<file path="src/rtl/quadrabuf_pkg.sv">
// Shared types for the quad buffer and its sequencer: controller states,
// config field widths and the packed config layout {nCol, nRep, nPeriod, nData}.
package quadrabuf_pkg;

  localparam int nCOL_W    = 2;
  localparam int nDATA_W   = $clog2(1024);
  localparam int nREP_W    = $clog2(1024);
  localparam int nPERIOD_W = $clog2(524288);
  localparam int CW        = nCOL_W + nREP_W + nPERIOD_W + nDATA_W;

  typedef enum logic [2:0] {
    ST_IDLE,
    ST_START,
    ST_RUN,
    ST_DONE,
    ST_ABORT
  } qb_state_e;

  typedef struct packed {
    logic [nCOL_W-1:0]    nCol;
    logic [nREP_W-1:0]    nRep;
    logic [nPERIOD_W-1:0] nPeriod;
    logic [nDATA_W-1:0]   nData;
  } qb_cfg_t;

  // Split a flat config word (MSB first) into its named fields.
  function automatic qb_cfg_t qb_cfg_unpack(input logic [CW-1:0] bits);
    qb_cfg_t c;
    c = qb_cfg_t'(bits);
    return c;
  endfunction

endpackage

</file>
<file path="src/rtl/quadrabuf_ctrl_stats.sv">
// Saturating stall counters for the sequencer's write and read ports.
// Only instantiated when QUADRABUF_CTRL_STATS_EN is defined.
module quadrabuf_ctrl_stats (
  input  logic        clk,
  input  logic        rst,
  input  logic        clr_i,
  input  logic        wr_stall_i,
  input  logic        rd_stall_i,
  output logic [31:0] wr_stall_cnt_o,
  output logic [31:0] rd_stall_cnt_o
);

  logic [31:0] wr_cnt_q, rd_cnt_q;

  // Count upstream stalls, holding at all-ones; a new job clears it.
  always_ff @(posedge clk or negedge rst) begin
    if (!rst)                          wr_cnt_q <= '0;
    else if (clr_i)                    wr_cnt_q <= '0;
    else if (wr_stall_i && ~&wr_cnt_q) wr_cnt_q <= wr_cnt_q + 32'd1;
  end

  // Count downstream stalls, holding at all-ones; a new job clears it.
  always_ff @(posedge clk or negedge rst) begin
    if (!rst)                          rd_cnt_q <= '0;
    else if (clr_i)                    rd_cnt_q <= '0;
    else if (rd_stall_i && ~&rd_cnt_q) rd_cnt_q <= rd_cnt_q + 32'd1;
  end

  assign wr_stall_cnt_o = wr_cnt_q;
  assign rd_stall_cnt_o = rd_cnt_q;

endmodule

</file>
<file path="src/rtl/quadrabuf_ctrl.sv">
// Quad buffer sequencer: takes a job config, starts the buffer, bridges the
// upstream write stream and downstream read stream onto the buffer strobes,
// and counts swcol reads to find the end of the job. Abort holds the buffer
// in reset for two cycles. Optional stall counters: QUADRABUF_CTRL_STATS_EN.
module quadrabuf_ctrl #(
  parameter  int DATA_WIDTH  = 16,
  parameter  int MAX_nDATA   = 1024,
  parameter  int MAX_nREP    = 1024,
  parameter  int MAX_nPERIOD = 524288,
  localparam int NDAT_W      = $clog2(MAX_nDATA),
  localparam int NREP_W      = $clog2(MAX_nREP),
  localparam int NPER_W      = $clog2(MAX_nPERIOD),
  localparam int CW          = 2 + NREP_W + NPER_W + NDAT_W
) (
  input  logic                  clk,
  input  logic                  rst,
  input  logic                  cfg_valid,
  output logic                  cfg_ready,
  input  logic [CW-1:0]         cfg_bits,
  input  logic                  abort,
  input  logic                  src_valid,
  input  logic [DATA_WIDTH-1:0] src_data,
  output logic                  src_ready,
  output logic                  snk_valid,
  output logic [DATA_WIDTH-1:0] snk_data,
  input  logic                  snk_ready,
  output logic                  snk_nxcol,
  output logic                  qb_rst_n,
  output logic [CW-1:0]         qb_config_bits,
  output logic                  qb_start,
  output logic                  qb_we,
  output logic                  qb_re,
  output logic [DATA_WIDTH-1:0] qb_data_in,
  input  logic                  qb_wrdy,
  input  logic                  qb_rrdy,
  input  logic                  qb_swcol,
  input  logic                  qb_nxcol,
  input  logic [DATA_WIDTH-1:0] qb_data_out,
  output logic                  busy,
  output logic                  done,
  output logic                  cfg_err
`ifdef QUADRABUF_CTRL_STATS_EN
  ,
  output logic [31:0]           wr_stall_cnt,
  output logic [31:0]           rd_stall_cnt
`endif
);

  import quadrabuf_pkg::*;

  qb_state_e         state_q, state_d;
  logic [CW-1:0]     cfg_reg_q, cfg_reg_d;
  logic [NPER_W-1:0] period_cnt_q, period_cnt_d;
  logic              abort_cnt_q, abort_cnt_d;
  logic              cfg_err_q, cfg_err_d;
  logic              abort_hold;

  // Config fields of the incoming word (for the zero check) and of the
  // latched job (for end-of-job detection).
  logic [1:0]        in_ncol;
  logic [NREP_W-1:0] in_nrep;
  logic [NPER_W-1:0] in_nper, nper_m1;
  logic [NDAT_W-1:0] in_ndat;
  logic              cfg_bad;

  assign in_ncol = cfg_bits[CW-1 -: 2];
  assign in_nrep = cfg_bits[NDAT_W+NPER_W +: NREP_W];
  assign in_nper = cfg_bits[NDAT_W +: NPER_W];
  assign in_ndat = cfg_bits[NDAT_W-1:0];
  assign cfg_bad = (in_ncol == '0) || (in_nrep == '0) || (in_nper == '0) || (in_ndat == '0);
  assign nper_m1 = cfg_reg_q[NDAT_W +: NPER_W] - NPER_W'(1);

  // Controller state, latched job config and period/abort counters.
  always_ff @(posedge clk or negedge rst) begin
    if (!rst) begin
      state_q      <= ST_IDLE;
      cfg_reg_q    <= '0;
      period_cnt_q <= '0;
      abort_cnt_q  <= 1'b0;
      cfg_err_q    <= 1'b0;
    end else begin
      state_q      <= state_d;
      cfg_reg_q    <= cfg_reg_d;
      period_cnt_q <= period_cnt_d;
      abort_cnt_q  <= abort_cnt_d;
      cfg_err_q    <= cfg_err_d;
    end
  end

  // Next state plus all strobes; stream paths are combinational in RUN only.
  always_comb begin
    state_d      = state_q;
    cfg_reg_d    = cfg_reg_q;
    period_cnt_d = period_cnt_q;
    abort_cnt_d  = abort_cnt_q;
    cfg_err_d    = 1'b0;
    abort_hold   = 1'b0;
    cfg_ready    = 1'b0;
    qb_start     = 1'b0;
    done         = 1'b0;
    src_ready    = 1'b0;
    qb_we        = 1'b0;
    qb_data_in   = '0;
    snk_valid    = 1'b0;
    snk_data     = '0;
    qb_re        = 1'b0;
    snk_nxcol    = 1'b0;
    case (state_q)
      ST_IDLE: begin
        cfg_ready = 1'b1;
        if (cfg_valid) begin
          cfg_reg_d = cfg_bits;
          if (cfg_bad) cfg_err_d = 1'b1;
          else         state_d   = ST_START;
        end
      end
      ST_START: begin
        qb_start = 1'b1;
        state_d  = ST_RUN;
      end
      ST_RUN: begin
        src_ready  = qb_wrdy;
        qb_we      = src_valid & qb_wrdy;
        qb_data_in = src_data;
        snk_valid  = qb_rrdy;
        snk_data   = qb_data_out;
        qb_re      = snk_ready;
        snk_nxcol  = qb_nxcol;
        // A swcol read closes a period; the last one closes the job.
        if (snk_ready && qb_rrdy && qb_swcol) begin
          if (period_cnt_q == nper_m1) begin
            period_cnt_d = '0;
            state_d      = ST_DONE;
          end else begin
            period_cnt_d = period_cnt_q + NPER_W'(1);
          end
        end
      end
      ST_DONE: begin
        done    = 1'b1;
        state_d = ST_IDLE;
      end
      ST_ABORT: begin
        abort_hold   = 1'b1;
        period_cnt_d = '0;
        if (abort_cnt_q) begin
          abort_cnt_d = 1'b0;
          state_d     = ST_IDLE;
        end else begin
          abort_cnt_d = 1'b1;
        end
      end
      default: state_d = ST_IDLE;
    endcase
    // Abort overrides whatever transition the active job wanted this cycle.
    if (abort && (state_q == ST_START || state_q == ST_RUN || state_q == ST_DONE)) begin
      state_d      = ST_ABORT;
      period_cnt_d = '0;
      abort_cnt_d  = 1'b0;
    end
  end

  assign qb_rst_n       = rst & ~abort_hold;
  assign qb_config_bits = cfg_reg_q;
  assign busy           = (state_q != ST_IDLE);
  assign cfg_err        = cfg_err_q;

`ifdef QUADRABUF_CTRL_STATS_EN
  quadrabuf_ctrl_stats u_stats (
    .clk            (clk),
    .rst            (rst),
    .clr_i          (state_q == ST_START),
    .wr_stall_i     ((state_q == ST_RUN) & src_valid & ~qb_wrdy),
    .rd_stall_i     ((state_q == ST_RUN) & snk_ready & ~qb_rrdy),
    .wr_stall_cnt_o (wr_stall_cnt),
    .rd_stall_cnt_o (rd_stall_cnt)
  );
`endif

endmodule

</file>
<file path="config.mk">
export PLATFORM = sky130hd
export DESIGN_NAME = quadrabuf_ctrl
export DESIGN_NICKNAME = d
export VERILOG_FILES = /design/src/rtl/quadrabuf_pkg.sv /design/src/rtl/quadrabuf_ctrl_stats.sv /design/src/rtl/quadrabuf_ctrl.sv
export SDC_FILE = /design/constraint.sdc
export NUM_CORES = 1
export LEC_CHECK = 0
export BUFFER_PORTS_ARGS = -buffer_cell sky130_fd_sc_hd__buf_4
export CAP_MARGIN = 25
export CELL_PAD_IN_SITES_DETAIL_PLACEMENT = 1
export CELL_PAD_IN_SITES_GLOBAL_PLACEMENT = 2
export CORE_ASPECT_RATIO = 1.1
export CORE_MARGIN = 8
export CORE_UTILIZATION = 29
export DETAILED_ROUTE_END_ITERATION = 6
export GPL_TIMING_DRIVEN = 0
export PLACE_DENSITY_LB_ADDON = 0.1
export SLEW_MARGIN = 15
export SYNTH_ARGS = -nofsm -noshare
export SYNTH_HDL_FRONTEND = slang
export SYNTH_SLANG_ARGS = --single-unit
export TNS_END_PERCENT = 20
</file>
<file path="constraint.sdc">
create_clock -name clk -period 4.2 [get_ports clk]
set_input_delay 0.63 -clock clk [delete_from_list [all_inputs] [get_ports clk]]
set_output_delay 0.63 -clock clk [all_outputs]
set_load 0.03 [all_outputs]
</file>
# After elaboration in Yosys (flattened, before gate mapping)
# Index checks and enable logic that the tools add are counted.
# Widths: inputs -> output; s select.
# totals
wordCells,67
output_inout_bits,84
reg_bits,65
input_bits,83
# classes
reduce_logical,19
addsub,2
n_eq_ne,10
n_mux,28
bitwise,3
# op_table
operator,count
$mux 19,3
$pmux 19 s2,1
$mux 16,2
$logic_not 10->1,2
$add 19x1->19 const B,1
$eq 19x19->1,1
$logic_not 19->1,1
$sub 19x1->19 const B,1
$mux 3,6
$mux 1,15
$pmux 3 s4,1
$ne 3x3->1 const B,3
$eq 3x2->1 const B,2
$ne 3x2->1 const B,2
$reduce_bool 3->1,2
$logic_or 1x1->1,5
$reduce_and 5->1,1
$reduce_and 2->1,2
$eq 3x1->1 const B,1
$eq 3x3->1 const B,1
$logic_and 1x1->1,3
$logic_not 3->1,1
$and 1x1->1,2
$logic_not 2->1,1
2 further kinds,2

# Depth between registers and ports, before layout
# Gate-level depths: netlist of run 1.
# depth
word_depth,8
depth_mapped,12
mapped_depth_nobuf,10

# Least setup slack after synthesis of run 1
# Ideal clock, no wire load.
# synth_timing
kind,flip-flop to flip-flop
from,register cfg_reg_q[10] (netlist: qb_config_bits[10])
to,register period_cnt_q[11]
slack_ns,1.417
arrival_ns,2.664
synth_period_minus_slack_ns,2.783
t_required_ns,4.081
path_stages_with_launch,13
setup_time_ns,0.119
path_buffers,2
path_cell_list,dfrtp_1 > inv_1 > ha_1 > buf_2 > nor4b_1 > nand4_1 > mux2_2 > o31a_1 > a2bb2oi_1 > a31oi_4 > nor2_4 > buf_6 > nor2_1
# synth_between
elab_chain_len,6
# synth_lines
item,line,text
from (decl),quadrabuf_ctrl.sv:52,"logic [CW-1:0] cfg_reg_q, cfg_reg_d;"
from (signal assigned),quadrabuf_ctrl.sv:83,cfg_reg_q <= cfg_reg_d;
$sub 19x1->19,quadrabuf_ctrl.sv:71,assign nper_m1 = cfg_reg_q[NDAT_W +: NPER_W] - NPER_W'(1);
$eq 19x19->1,quadrabuf_ctrl.sv:131,if (period_cnt_q == nper_m1) begin
$mux 19,quadrabuf_ctrl.sv:131,
$mux 19,quadrabuf_ctrl.sv:130,if (snk_ready && qb_rrdy && qb_swcol) begin
$pmux 19 s2,quadrabuf_ctrl.sv:108,case (state_q)
$mux 19,quadrabuf_ctrl.sv:156,if (abort && (state_q == ST_START || state_q == ST_RUN || state_q == ST_DONE)) begin
to (signal assigned),quadrabuf_ctrl.sv:84,period_cnt_q <= period_cnt_d;
to (decl),quadrabuf_ctrl.sv:53,"logic [NPER_W-1:0] period_cnt_q, period_cnt_d;"
# Every way passes these cells. The select of a mux whose other input is x is not followed.
# A chain may end at the register's enable or synchronous reset.

# Final worst setup path of run 1
# layout_timing
from,register cfg_reg_q[10] (netlist: qb_config_bits[10])
to,register period_cnt_q[9]
# The elaborated chain is that of the path after synthesis.

==> results of run 1 <==
-- layout make-up --
type,instances,area (sq um)
clock inverters,5,33.8
flip-flops and latches,65,1630
fillers,1501,7490
clock buffers,10,229
multi-input cells,300,2050
inverters,11,41.3
plain buffers,16,68.8
repair buffers,166,1250
well taps,161,201
-- Yosys cell counts, drive strengths merged, types with 2 or more instances --
library cell   n  area [sq um]
a21oi          4          20.0
or4            5          37.5
o31ai          2          15.0
inv           11          41.3
or2            3          18.8
xor2          11          96.3
a211oi         2          15.0
nand3         15          75.1
nor4          13          87.6
buf            5          27.5
dfrtp         65          1630
and2          37           231
o22ai          3          18.8
xnor2         23           201
nand4          8          50.1
nand4b         2          17.5
nor4b          2          17.5
mux2          38           428
nand2b         3          18.8
clkbuf        11          41.3
or3            2          12.5
nand2         23          86.3
nor2b          2          12.5
a31oi          3          33.8
o21ai         17          85.1
nor3b          4          30.0
mux2i          2          20.0
and3           5          31.3
nor3          11          55.1
ha             2          25.0
nor2          41           161
a2bb2oi        2          17.5
-- cell families (layout without fill, tap and decap cells) --
group | Yosys count | after routing | share of synthesized area, %
multiplexers | 40 | 40 | 11.8
flip-flops | 65 | 65 | 42.9
adder cells (fa/ha/maj) | 2 | 2 | 0.660
XOR/XNOR | 34 | 34 | 7.86
buffers and inverters | 27 | 208 | 2.91
AO/OA/AOI/OAI | 44 | 44 | 7.83
AND/OR/NAND/NOR | 180 | 180 | 26.0
-- critical path, cell delays in order (launching register included) --
cell,delay (ns)
dfrtp_1,0.48
inv_1,0.13
ha_1,0.14
buf_2,0.19
nor4b_1,0.62
nand4_1,0.30
mux2_2,0.31
o31a_1,0.11
a2bb2oi_1,0.40
a31oi_4,0.20
nor2_4,0.19
buf_6,0.16
nor2_1,0.06
-- through the flow --
stage,area [sq um],total power (uW),hold WS (ns)
2_1_floorplan,3790,2440,0.334
3_3_place_gp,5240,3240,0.491
3_5_place_dp,5240,3300,0.495
4_1_cts,5500,4000,0.439
5_1_grt,5500,4180,0.472
6_report,5500,3930,0.409
-- metal layers --
metal / vias up / global-route usage (%)
met5: - / 0
met4: 0 / 5.48
met3: 15 / 6.20
met2: 79 / 29.5
met1: 1781 / 17.5
li1: 1735 / -
-- state kept, by name, summed over array words and instances, names as in the netlist --
signal          flops
period_cnt_q       19
cfg_err             1
qb_config_bits     41
abort_cnt_q         1
state_q             3
-- power by group through the flow --
stage | Combinational, uW | Sequential (uW) | Clock, uW
4_1_cts | 2130 | 1170 | 696
2_1_floorplan | 959 | 1490 | 0
3_3_place_gp | 2090 | 1160 | 0
6_report | 2090 | 1160 | 671
3_5_place_dp | 2120 | 1180 | 0
5_1_grt | 2250 | 1210 | 717
-- layout by cell type (no fill, tap or decap), types with 9 or more instances in the layout --
cell       netlist  layout
xnor2_1         23      23
and2_1          37      37
dfrtp_1         65      65
nand3_1         15      15
nor4_1          12      12
xor2_1          11      11
o21ai_0         17      17
inv_1           11      11
nand2_1         23      23
mux2_2          38      38
buf_4            0     166
clkbuf_16        0       9
nor3_1          11      11
clkbuf_1        11      12
nor2_1          40      40
-- how the worst min path moves through the flow --
stage | to | slack (ns) | cells after the start
after floorplan | abort_cnt_q$_DFFE_PN0P_ | 0.33 | 0
after global placement | qb_config_bits[7]$_DFFE_PN0P_ | 0.49 | 1
after detailed placement | qb_config_bits[3]$_DFFE_PN0P_ | 0.50 | 1
after CTS | period_cnt_q[6]$_DFFE_PN0P_ | 0.44 | 1
after global routing | state_q[1]$_DFFE_PN0P_ | 0.47 | 2
final | period_cnt_q[7]$_DFFE_PN0P_ | 0.41 | 1
==> results.sh, run 1 <==
export IMPL_critPathRequiredTime_ns=4.42
export IMPL_die_w_um=125
export IMPL_ys_ff_latch=65
export IMPL_synth_warnings=0
export IMPL_swShare_pct=46.1
export IMPL_synth_seq_area_share_pct=42.9
export IMPL_cts_tree="yes"
export IMPL_endpoint="period_cnt_q[9]$_DFFE_PN0P_"
export IMPL_grt_pass1_wl_um=21900
export IMPL_die_y_um=136
export IMPL_start_util_pct=29.2
export IMPL_drtPass1Iterations=4
export IMPL_intPower_uw=2120
export IMPL_drt_iter0_drc=100
export IMPL_max_slew_margin_pct=41.4
export IMPL_nets=654
export IMPL_setup_viol=0
export IMPL_die_area_sq_um=17000
export IMPL_crit_path_end_kind="flip-flop"
export IMPL_postSynthCellCount=392
export IMPL_min_period_over_period_pct=81.1
export IMPL_r2r_slack_ns=0.79
export IMPL_hold_viol_final=0
export IMPL_routed_via_count=3610
export IMPL_utilization_pct=42.3
export IMPL_drt_met1_wl_um=5460
export IMPL_rr_worst_depth=12
export IMPL_port_buffers=166
export IMPL_start_kind="flip-flop"
export IMPL_r2r_end="period_cnt_q[9]$_DFFE_PN0P_"
export IMPL_startpoint="qb_config_bits[10]$_DFFE_PN0P_"
export IMPL_fmax_ghz=0.293
export IMPL_post_route_min_period_ns=3.41
export IMPL_setup_worst_path_class="flip-flop to flip-flop"
export IMPL_synth_area_sq_um=3790
export IMPL_route_detailed_drc=0
export IMPL_postCtsSetupBuffers=0
export IMPL_grt_pass1_vias=4080
export IMPL_clkPwrFrac_pct=17.1
export IMPL_yosysUniqueCellTypes=52
export IMPL_core_area_sq_um=13000
export IMPL_wl_met3_um=963
export IMPL_ant_nets=0
export IMPL_ctsResizeCount=0
export IMPL_worstPathArrival_ns=3.63
export IMPL_synth_edf_count=0
export IMPL_drv_slew=0
export IMPL_setup_tns_ns=0
export IMPL_numCtsBuffers=9
export IMPL_drt_wirelength_per_cell_um=19.2
export IMPL_wirelength_um=14100
export IMPL_io_pins=167
export IMPL_p_sw_uw=1810
export IMPL_htree_levels=3
export IMPL_finClkSkew_ns=0.00469
export IMPL_synth_ff_type="dfrtp_1"
export IMPL_diodes=0
export IMPL_top_layer_used="met4"
export IMPL_hpwlAfterDp_um=11400
export IMPL_p_leak_uw=0.00249
export IMPL_clk_pin_slew_ns=0.06
export IMPL_via_per_inst=4.92
export IMPL_layout_area_overhead_vs_synth_pct=45.1
export IMPL_power_frac_seq_pct=29.6
export IMPL_rows=44
export IMPL_p_per_area_nw_per_um2=714
export IMPL_grt_max_degree=67
export IMPL_hold_class="input pin to asynchronous set/reset pin"
export IMPL_post_place_ws_ns=0.672
export IMPL_cts_hold_buf=0
export IMPL_dp_cells=719
export IMPL_cp_max_fo=10
export IMPL_antenna_found_initial=0
export IMPL_grt_overflow=0
export IMPL_gp_congestion=0.762
export IMPL_max_cap_viol_count=0
export IMPL_clockRootBuffer="clkbuf_16"
export IMPL_regToRegStartpoint="qb_config_bits[10]$_DFFE_PN0P_"
export IMPL_clock_latency_ns=0.33
export IMPL_wl_met2_um=7440
export IMPL_worst_slack_ns=0.792
export IMPL_worstMarginPinSlew_ns=0.879
export IMPL_clock_sinks=65
export IMPL_clockBufferDepth=2
export IMPL_avgSynthCellArea_sq_um=9.66
export IMPL_drive_gt1_share_pct=39.6
export IMPL_async_flop_share_pct=100
export IMPL_ir_drop_mv=0.410
export IMPL_power_frac_comb_pct=53.3
export IMPL_track_usage_pct=16.4
export IMPL_syn_nets=477
export IMPL_fin_cells=734
export IMPL_rsz0062_at_grt="false"
export IMPL_status="complete, no violations"
(Power assumes the default switching activity.)
==> run 2, diff against run 1 <==
- ABC_AREA: unset -> 1
- CORE_UTILIZATION: 29 -> 23
- clock period: 4.2 -> 3 ns (I/O delays scaled with it)
==> run 2 against run 1 <==
Compared with the run above:
- setup slack got worse by 0.28 ns
- cell count rose by 30%
- combinational power rose by 46%
- core utilization fell by 8.0 points
- via count rose by 12%
- critical endpoint is now period_cnt_q[5]$_DFFE_PN0P_
- synthesized cell count rose by 38%
- critical path depth rose by 2
- sequential share of layout area fell by 1.8 points
- critical path type unchanged
- sequential power rose by 33%
- largest cell class unchanged
- first-iteration DRC count rose by 26%
==> results.sh, run 2 <==
export IMPL_layout_area_overhead_vs_synth_pct=46.8
export IMPL_grt_overflow=0
export IMPL_setup_tns_ns=0
export IMPL_io_pins=167
export IMPL_finClkSkew_ns=0.00781
export IMPL_max_cap_viol_count=0
export IMPL_syn_nets=625
export IMPL_start_kind="flip-flop"
export IMPL_rr_worst_depth=14
export IMPL_synth_warnings=0
export IMPL_synth_seq_area_share_pct=40.8
export IMPL_ir_drop_mv=0.533
export IMPL_start_util_pct=23.4
export IMPL_layout_common_cells="buf_4, nand2_1, inv_1, nor2_1, dfrtp_1"
export IMPL_yosysUniqueCellTypes=34
export IMPL_endpoint="period_cnt_q[5]$_DFFE_PN0P_"
export IMPL_largest_reg_flops=41
export IMPL_cts_hold_buf=0
export IMPL_postSynthCellCount=540
export IMPL_rows=50
export IMPL_nets=801
export IMPL_synth_edf_count=0
export IMPL_worstPathArrival_ns=2.71
export IMPL_rsz0062_at_grt="false"
export IMPL_synth_top_cell_area_share_pct=40.8
export IMPL_postCtsSetupBuffers=0
export IMPL_critPathRequiredTime_ns=3.22
export IMPL_htree_levels=3
export IMPL_wirelength_um=14900
export IMPL_grt_max_degree=67
export IMPL_status="complete, no violations"
export IMPL_ant_nets=0
export IMPL_core_area_sq_um=17000
export IMPL_synth_area_sq_um=3990
export IMPL_fmax_ghz=0.402
export IMPL_final_common_cell="buf_4"
export IMPL_ys_ff_latch=65
export IMPL_r2r_slack_ns=0.51
export IMPL_cp_max_fo=10
export IMPL_regToRegStartpoint="qb_config_bits[10]$_DFFE_PN0P_"
export IMPL_clock_sinks=65
export IMPL_worstMarginPinSlew_ns=0.878
export IMPL_cts_tree="yes"
export IMPL_nFillCells=2134
export IMPL_avgSynthCellArea_sq_um=7.38
export IMPL_clk_pin_slew_ns=0.06
export IMPL_gp_congestion=0.762
export IMPL_drv_slew=0
export IMPL_yosysTopAreaCell="dfrtp_1"
export IMPL_drtPass1Iterations=4
export IMPL_drt_iter0_drc=126
export IMPL_grt_pass1_vias=4554
export IMPL_hold_viol_final=0
export IMPL_clockBufferDepth=2
export IMPL_hold_class="input pin to asynchronous set/reset pin"
export IMPL_r2r_end="period_cnt_q[5]$_DFFE_PN0P_"
export IMPL_multiInputGateArea_sq_um=1940
export IMPL_route_detailed_drc=0
export IMPL_clock_latency_ns=0.33
export IMPL_grt_pass1_wl_um=24300
export IMPL_netlist_top_cells_area="dfrtp_1, nand2_1, inv_1"
export IMPL_ctsResizeCount=0
export IMPL_setup_worst_path_class="flip-flop to flip-flop"
export IMPL_crit_path_end_kind="flip-flop"
export IMPL_seqCellArea_sq_um=1630
export IMPL_via_per_inst=4.22
export IMPL_diodes=0
export IMPL_max_slew_margin_pct=41.4
export IMPL_clockRootBuffer="clkbuf_16"
export IMPL_routed_via_count=4033
export IMPL_die_w_um=142
export IMPL_p_per_area_nw_per_um2=988
export IMPL_die_y_um=154
export IMPL_drt_wirelength_per_cell_um=15.6
export IMPL_startpoint="qb_config_bits[10]$_DFFE_PN0P_"
export IMPL_async_flop_share_pct=100
export IMPL_synth_ff_type="dfrtp_1"
export IMPL_drive_gt1_share_pct=31.9
export IMPL_min_period_over_period_pct=82.9
export IMPL_hpwlAfterDp_um=12500
export IMPL_finalPower_uw=5780
export IMPL_track_usage_pct=14.0
export IMPL_setup_viol=0
export IMPL_p_leak_uw=0.00305
export IMPL_post_route_min_period_ns=2.49
export IMPL_port_buffers=165
export IMPL_yosysMostFrequentCell="nand2_1"
export IMPL_die_area_sq_um=21800
export IMPL_numCtsBuffers=9
export IMPL_netlist_top_cells_count="nand2_1, inv_1, nor2_1, dfrtp_1, nand3_1"
export IMPL_antenna_found_initial=0
[run 2: changes by cell type in the layout (fill, tap and decap cells not counted), moves of 5 or more]
cell	delta
nand2_1	+90
inv_1	+78
nor2_1	+49
and2_1	-34
mux2_2	-21
nor2_2	+18
xnor2_1	-17
nand3_1	+14
xor2_1	+13
nor4_1	-6
or4_1	-5
[run 2: worst max-delay path, cell delays in order (launching register included)]
cell	delay, ns
dfrtp_1	0.42
inv_1	0.16
ha_1	0.23
nand2_2	0.14
nor2_4	0.21
nand3_1	0.11
nand2_1	0.07
nand2_1	0.06
nor2_1	0.11
nand2_1	0.07
nor2_2	0.11
nand2_2	0.13
a21oi_4	0.32
buf_12	0.20
nor2_2	0.04
[run 2: worst min path at each step]
stage	to	depth (start not counted)	slack, ns	start
finish	qb_config_bits[4]$_DFFE_PN0P_	1	0.22	rst
floorplan	abort_cnt_q$_DFFE_PN0P_	0	0.15	rst
global placement	abort_cnt_q$_DFFE_PN0P_	2	0.45	abort_cnt_q$_DFFE_PN0P_
global route	qb_config_bits[4]$_DFFE_PN0P_	1	0.30	rst
detailed placement	abort_cnt_q$_DFFE_PN0P_	2	0.47	abort_cnt_q$_DFFE_PN0P_
CTS	qb_config_bits[8]$_DFFE_PN0P_	1	0.26	rst
[run 2: metrics by stage]
step                hold WS [ns]  util [%]  instance area (sq um)  setup WS (ns)  std cells
CTS                        0.259      34.4                   5850          0.436        955
finish                     0.225      34.4                   5850          0.512        955
global route               0.300      34.4                   5850          0.235        955
global placement           0.455      32.4                   5520          0.491        939
floorplan                  0.154         -                   3990          0.831        540
detailed placement         0.475      32.4                   5520          0.452        939
[run 2: layer usage]
layer | share of wire (%) | track usage (%) | wire length [um]
met1 | 42 | 16.5 | 6270
met2 | 50 | 24.1 | 7390
met4 | 0.44 | 2.61 | 66
met5 | 0 | 0 | 0
met3 | 7.7 | 5.26 | 1140
[run 2: cell type report]
class / instances / area share [%]
tap: 234 / 5.01
clock inverter: 4 / 1.28
timing repair buffer: 165 / 21.2
inverter: 91 / 5.84
multi-input combinational: 371 / 33.2
sequential: 65 / 27.8
buffer: 13 / 1.28
clock buffer: 12 / 4.39
[run 2: power breakdown]
| group | switching (uW) | internal [uW] |
|---|---|---|
| clock network | 401 | 773 |
| logic | 1960 | 1100 |
| registers | 342 | 1200 |
[run 2: logic make-up (layout without fill, tap and decap cells)]
group / count (synthesis) / count (layout) / synth area share [%]
and+or+nand+nor: 288 / 288 / 31.9
buffers and inverters: 104 / 285 / 10.5
xor gates and xnor gates: 30 / 30 / 6.59
adders and majority gates: 2 / 2 / 0.628
muxes: 17 / 17 / 4.80
DFF: 65 / 65 / 40.8
AOI/OAI and AO/OA: 34 / 34 / 4.84
